==> config.mk <==
export PLATFORM = sky130hd
export DESIGN_NAME = ber_window_counter
export DESIGN_NICKNAME = d
export VERILOG_FILES = /design/src/rtl/ber_window_counter_pkg.sv /design/src/rtl/ber_window_counter_popcount.sv /design/src/rtl/ber_window_counter.sv
export SDC_FILE = /design/constraint.sdc
export NUM_CORES = 1
export LEC_CHECK = 0
export ABC_AREA = 1
export CAP_MARGIN = 20
export CORE_MARGIN = 2
export CORE_UTILIZATION = 25
export DETAILED_ROUTE_END_ITERATION = 8
export GPL_ROUTABILITY_DRIVEN = 0
export SYNTH_ARGS = -nofsm -noshare
export SYNTH_HDL_FRONTEND = slang
export SYNTH_SLANG_ARGS = --single-unit
export TNS_END_PERCENT = 100
==> constraint.sdc <==
create_clock -name signal_clk -period 1.6 [get_ports signal_clk]
set_input_delay 0.24 -clock signal_clk [delete_from_list [all_inputs] [get_ports signal_clk]]
set_output_delay 0.24 -clock signal_clk [all_outputs]
set_load 0.02 [all_outputs]
==> src/rtl/ber_window_counter_pkg.sv <==
// rtl/ber_window_counter_pkg.sv - default parameters and saturating add for the BER window counter
package ber_window_counter_pkg;

  localparam int DEF_LANES   = 1;
  localparam int DEF_CNT_W   = 13;
  localparam int DEF_WIN_LEN = 4096;

  typedef struct packed {
    logic        ovf;
    logic [31:0] sum;
  } sat_res_t;

  // Operands ride in 32 bits; cnt_max clips the result to the caller's count width.
  function automatic sat_res_t sat_add(input logic [31:0] a, input logic [31:0] b,
                                       input logic [31:0] cnt_max);
    logic [32:0] raw;
    sat_res_t    res;
    raw = {1'b0, a} + {1'b0, b};
    if (raw > {1'b0, cnt_max}) begin
      res.ovf = 1'b1;
      res.sum = cnt_max;
    end else begin
      res.ovf = 1'b0;
      res.sum = raw[31:0];
    end
    return res;
  endfunction

endpackage

==> src/rtl/ber_window_counter_popcount.sv <==
// rtl/ber_window_counter_popcount.sv - combinational population count of the lane error vector
module ber_popcount #(
  parameter int LANES = 1,
  parameter int POP_W = $clog2(LANES + 1)
) (
  input  logic [LANES-1:0] bits,
  output logic [POP_W-1:0] count
);

  always_comb begin
    count = '0;
    for (int i = 0; i < LANES; i++) count = count + POP_W'(bits[i]);
  end

endmodule

==> src/rtl/ber_window_counter.sv <==
// rtl/ber_window_counter.sv - multi-lane saturating BER counter with fixed-length error windows
module ber_window_counter
  import ber_window_counter_pkg::*;
#(
  parameter int LANES   = DEF_LANES,
  parameter int CNT_W   = DEF_CNT_W,
  parameter int WIN_LEN = DEF_WIN_LEN
) (
  input  logic             signal_clk,
  input  logic             rst_n,
  input  logic             en,
  input  logic             clear,
  input  logic             valid,
  input  logic [LANES-1:0] data_i,
  input  logic [LANES-1:0] data_o,
  output logic [CNT_W-1:0] number_right,
  output logic [CNT_W-1:0] number_wrong,
  output logic [CNT_W-1:0] number_total,
  output logic [CNT_W-1:0] win_errors,
  output logic             win_done,
  output logic             overflow
);

  localparam int                WIN_W    = $clog2(WIN_LEN);
  localparam int                POP_W    = $clog2(LANES + 1);
  localparam logic [31:0]       CNT_MAX  = 32'((64'd1 << CNT_W) - 64'd1);
  localparam logic [WIN_W-1:0]  WIN_LAST = WIN_W'(WIN_LEN - 1);

  logic [POP_W-1:0] nerr;
  logic [31:0]      nerr32;
  logic [WIN_W-1:0] win_cnt;
  logic [CNT_W-1:0] win_acc;
  logic             accept;
  logic             win_last;
  sat_res_t         s_wrong, s_right, s_total, s_win;
  logic             unused_sat;

  ber_popcount #(.LANES(LANES), .POP_W(POP_W)) u_popcount (
    .bits  (data_i ^ data_o),
    .count (nerr)
  );

  assign accept   = en & valid & ~clear;
  assign win_last = (win_cnt == WIN_LAST);
  assign nerr32   = 32'(nerr);

  assign s_wrong = sat_add(32'(number_wrong), nerr32, CNT_MAX);
  assign s_right = sat_add(32'(number_right), 32'(LANES) - nerr32, CNT_MAX);
  assign s_total = sat_add(32'(number_total), 32'(LANES), CNT_MAX);
  assign s_win   = sat_add(32'(win_acc), nerr32, CNT_MAX);

  // Sums never exceed CNT_MAX, so the bits above CNT_W are always zero.
  assign unused_sat = ^{s_wrong.sum, s_right.sum, s_total.sum, s_win.sum};

  always_ff @(posedge signal_clk) begin
    if (!rst_n || clear) begin
      number_right <= '0;
      number_wrong <= '0;
      number_total <= '0;
      win_errors   <= '0;
      win_done     <= 1'b0;
      overflow     <= 1'b0;
      win_cnt      <= '0;
      win_acc      <= '0;
    end else begin
      win_done <= 1'b0;
      if (accept) begin
        number_wrong <= s_wrong.sum[CNT_W-1:0];
        number_right <= s_right.sum[CNT_W-1:0];
        number_total <= s_total.sum[CNT_W-1:0];
        overflow     <= overflow | s_wrong.ovf | s_right.ovf | s_total.ovf | s_win.ovf;
        if (win_last) begin
          win_errors <= s_win.sum[CNT_W-1:0];
          win_done   <= 1'b1;
          win_cnt    <= '0;
          win_acc    <= '0;
        end else begin
          win_cnt <= win_cnt + WIN_W'(1);
          win_acc <= s_win.sum[CNT_W-1:0];
        end
      end
    end
  end

endmodule

# ---- Word-level counts from Yosys, hierarchy flattened
# Cells that the tools add are included.
dict set report totals {
  out_inout_bits 54
  inputBits 7
  register_bits 79
  word_cells 39
}
dict set report op_classes {
  n_reduce_logical 4
  n_eq_ne 1
  bitwise 9
  add_sub_neg 6
  muxes 7
  order_cmp 4
}
# operator count
set ops {}
lappend ops {{33-bit 2-to-1 mux} 4}
lappend ops {{14-bit by 13-bit greater-than comparator with 1-bit output, second input constant} 3}
lappend ops {{13-bit by 32-bit adder with 33-bit output} 1}
lappend ops {{33-bit by 13-bit greater-than comparator with 1-bit output, second input constant} 1}
lappend ops {{13-bit by 1-bit adder with 14-bit output} 2}
lappend ops {{13-bit by 1-bit adder with 14-bit output, second input constant} 1}
lappend ops {{13-bit 2-to-1 mux} 1}
lappend ops {{12-bit by 1-bit adder with 12-bit output, second input constant} 1}
lappend ops {{12-bit equality test, second input constant} 1}
lappend ops {{12-bit 2-to-1 mux} 1}
lappend ops {{1-bit OR} 4}
lappend ops {{1-bit bitwise AND} 2}
lappend ops {{1-bit NOT} 2}
lappend ops {{2-bit AND reduction} 1}
lappend ops {{2-bit OR reduction} 1}
lappend ops {{1-bit by 1-bit subtractor with 2-bit output, first input constant} 1}
lappend ops {{1-bit zero test} 1}
lappend ops {{1-bit logical OR} 1}
lappend ops {{1-bit 2-to-1 mux} 1}
lappend ops {{1-bit XOR} 1}

# ---- Logic depth before layout (Yosys ltp)
dict set report depth {
  depth_word 8
  ltp_mapped 12
  mapped_depth_nobuf 12
}

# ---- Modules after synthesis
# Synthesis repeated with hierarchy kept, for this count alone.
dict set report unflattened {
  hier_cells 612
  area_unflattened_um2 4195.3
}
# mod cells_each area_each_um2 seq_area_each_um2 instances
set modules_own_cells {}
lappend modules_own_cells {ber_window_counter 611 4187.8 1581.5 1}
lappend modules_own_cells {ber_popcount 1 7.5 0.0 1}

# ---- Worst setup path before layout
# No wires, ideal clock.
dict set report synth_path {
  kind {input port to flip-flop}
  start {input data_i}
  end {register win_acc[6]}
  required_ns 1.468
  stages 11
  setup_slack_ns -0.077
  setup_time_ns 0.132
  path_buffers 0
  arrival_ns 1.545
  cell_sequence {xnor2_1 -> inv_1 -> ha_1 -> ha_1 -> nand3_1 -> nor2_1 -> nand2_1 -> xor2_1 -> nand2_1 -> nand2_1 -> a21oi_1}
}
dict set report synth_via {
  elab_chain_len 5
}
# element line_no
set synth_rtl {}
lappend synth_rtl {{start: declaration} ber_window_counter.sv:14} ;# input logic [LANES-1:0] data_i,
lappend synth_rtl {{1-bit XOR (*)} ber_window_counter.sv:39} ;# .bits (data_i ^ data_o),
lappend synth_rtl {{13-bit by 1-bit adder with 14-bit output (*)} ber_window_counter_pkg.sv:18} ;# raw = {1'b0, a} + {1'b0, b};
lappend synth_rtl {{14-bit by 13-bit greater-than comparator with 1-bit output} ber_window_counter_pkg.sv:19} ;# if (raw > {1'b0, cnt_max}) begin
lappend synth_rtl {{33-bit 2-to-1 mux (*)} ber_window_counter_pkg.sv:19}
lappend synth_rtl {{13-bit 2-to-1 mux (*)} ber_window_counter.sv:72} ;# if (win_last) begin
lappend synth_rtl {{end signal: assignment} ber_window_counter.sv:79} ;# win_acc <= s_win.sum[CNT_W-1:0];
lappend synth_rtl {{end: declaration} ber_window_counter.sv:32} ;# logic [CNT_W-1:0] win_acc;
# Mark *: on every way between the ends. The rest lies on a longest branch, timed or not.
# A chain may end at the register's enable or synchronous reset.

# ---- Worst setup path in the final report
dict set report layout_path {
  start {register number_total[12]}
  end {output number_total[12]}
}
# element line_no
set layout_lines {}
lappend layout_lines {{start: declaration} ber_window_counter.sv:18} ;# output logic [CNT_W-1:0] number_total,
lappend layout_lines {{start signal: assignment} ber_window_counter.sv:70} ;# number_total <= s_total.sum[CNT_W-1:0];
# No word-level cell between the ends.

==> impl_metrics.json <==
{
  "slowest_stage": "clkdlybuf4s50_1",
  "dr.pass1.iters": 4,
  "die-height_um": 130,
  "cpPeakStageDelay_ns": 0.62,
  "finClkSkew_ns": 0.0102,
  "yosys.area.top_type": "dfxtp_1",
  "synth_enable_flop_cells": 0,
  "grt_start_max_net_pins": 21,
  "synth_warnings": 0,
  "cts_tree": "yes",
  "dr_total_vias": 3871,
  "ys_async_sr_fraction_pct": 0,
  "place_inst": 876,
  "fin_crit_ns": 1.58,
  "leakage_nw": 2.55,
  "hold_viol_final": 0,
  "final_core_util_pct": 36.4,
  "path_buf_inv": 1,
  "synth_area_per_cell_um2": 7.10,
  "hold_buffers": 0,
  "synthFlopType": "dfxtp_1",
  "holdWs_ns": 0.452,
  "cts-root-buf": "clkbuf_16",
  "coreArea_um2": 15800,
  "fmax_mhz": 635,
  "drv_cap": 0,
  "syn_nets": 579,
  "syn_to_final_growth_pct": 43.5,
  "required_ns": 1.36,
  "slew_violations": 0,
  "globalRouteOverflowTotal": 0,
  "worstMarginPinSlew_ns": 0.309,
  "grt_pass1_vias": 3561,
  "layout_commonest_cell": "nand2_1",
  "fin_crit_sh_pct": 98.5,
  "antenna_found_initial": 0,
  "synth_top_area_share_pct": 39.5,
  "final_cell_mix": "nand2_1 (158), dfxtp_1 (73), inv_1 (57), buf_4 (54), nor2_1 (37)",
  "post_drt_wl_per_cell_um": 11.3,
  "min_path_type": "register to register",
  "power_density_nw_per_um2": 722,
  "arrival_ns": 1.34,
  "fin_area_um2": 5740,
  "start_util_pct": 25.4,
  "clkTransAtPathRegs_ns": 0.06,
  "status": "finished clean",
  "drc": 0,
  "n_antenna_cell": 0,
  "final_cells": 897,
  "synth_seq_area_share_pct": 39.5,
  "cts_buffer_depth": 2,
  "numClockSinks": 79,
  "grt.total_usage_pct": 12.5,
  "path_class": "register to output pin",
  "die_x_um": 130,
  "worstPathCellList": "clkdlybuf4s50_1",
  "clk_latency_ns": 0.34,
  "layout-drive-gt1-share_pct": 21.3,
  "cp-end-kind": "output pin",
  "num_rows": 46,
  "dp_hpwl_um": 7290,
  "htreeDepth": 3,
  "cp_top_family": "buffers and inverters",
  "die_area_um2": 17000,
  "nets": 694,
  "setup_viol": 0,
  "crit_path_start_kind": "register",
  "synthTopCellsByArea": "dfxtp_1 (40%), nand2_1 (15%), inv_1 (5.6%)",
  "grt_pass1_wl_um": 16800,
  "drt-total-wl_um": 10100,
  "drtIter0Drc": 189,
  "vias_per_cell": 4.32,
  "yosysUniqueCellTypes": 37,
  "place_area_um2": 5250,
  "ant_nets": 0,
  "syn_inst": 563,
  "vdd_drop_max_uv": 505,
  "rsz0062_at_grt": "yes",
  "synth_seq_cells": 79,
  "io_pins": 61,
  "maxSlewHeadroom_pct": 79.3,
  "syn-cell-area_um2": 4000,
  "cts_made_buffers": 9,
  "setup_tns_ns": 0,
  "portBuffers": 60,
  "crit_path_max_fanout": 4
}
[state kept, by name, indices dropped and copies added, names as in the netlist]
name          cells
number_right     13
number_total     13
number_wrong     13
overflow          1
win_acc          13
win_cnt          12
win_done          1
win_errors       13
[worst paths after layout]
path | start | end | slack, ns | cells past startpoint
setup / recovery | number_total[12] | number_total[12] | 0.02 | 1
setup reg to reg | win_cnt[0] | win_done | 0.11 | 9
hold / removal | win_errors[8] | win_errors[8] | 0.45 | 2
hold reg to reg | win_errors[8] | win_errors[8] | 0.45 | 2
[per-layer routing]
layer  part of all wire (%)  track usage [%]
met1                     49             16.6
met2                     45             19.3
met3                    3.5             2.93
met4                    1.9             5.19
met5                      0                0
[kinds of logic after synthesis]
logic type / Yosys count / share of synthesized area (%)
fa+ha+maj: 9 / 2.82
buf+inv: 80 / 8.29
xor+xnor: 24 / 5.25
simple gates: 304 / 35.0
flops: 79 / 39.5
compound gates: 67 / 9.07
[cells in the mapped netlist (3+ instances only)]
cell type    n
dfxtp_1     79
a31oi_1      9
nor2_1      49
clkbuf_1     7
nand4_1     14
inv_2        4
o21ai_1      5
nand3_1     33
nor3_1      11
inv_1       60
buf_2        4
xor2_1      18
o21ai_0     12
a211oi_1     3
nand3_2      6
a21oi_1     36
nand3b_1     4
ha_1         9
nor2_2       5
xnor2_1      6
buf_6        3
nand2_1    163
nand2_2      5
[power breakdown]
| group | leakage (nW) | switching [mW] | internal (mW) |
|---|---|---|---|
| Sequential | 0.639 | 0.00450 | 1.97 |
| Clock | 0.138 | 0.796 | 1.19 |
| Combinational | 1.77 | 0.108 | 0.0774 |
[area by class of cell]
type,instances,area (µm²)
clock buffer,10,229
clock inverter,4,48.8
fill,1697,10000
inverter,64,240
multi-input combinational,404,2300
sequential,79,1590
tap,216,270
timing repair buffer,120,1060
[per-stage QoR]
step	power (mW)	setup slack, ns
2_1_floorplan	2.10	0.0247
3_3_place_gp	2.20	-0.652
3_5_place_dp	2.20	-0.673
4_1_cts	4.20	0.00607
5_1_grt	4.28	-0.0226
6_report	4.14	0.0241
[what timing repair did]
item	CTS	global route
resized for setup	57	37
pin swaps	7	16
buffers inserted	4	3
endpoints found under the setup margin	82	52
Power figures use the tool's default switching activity.
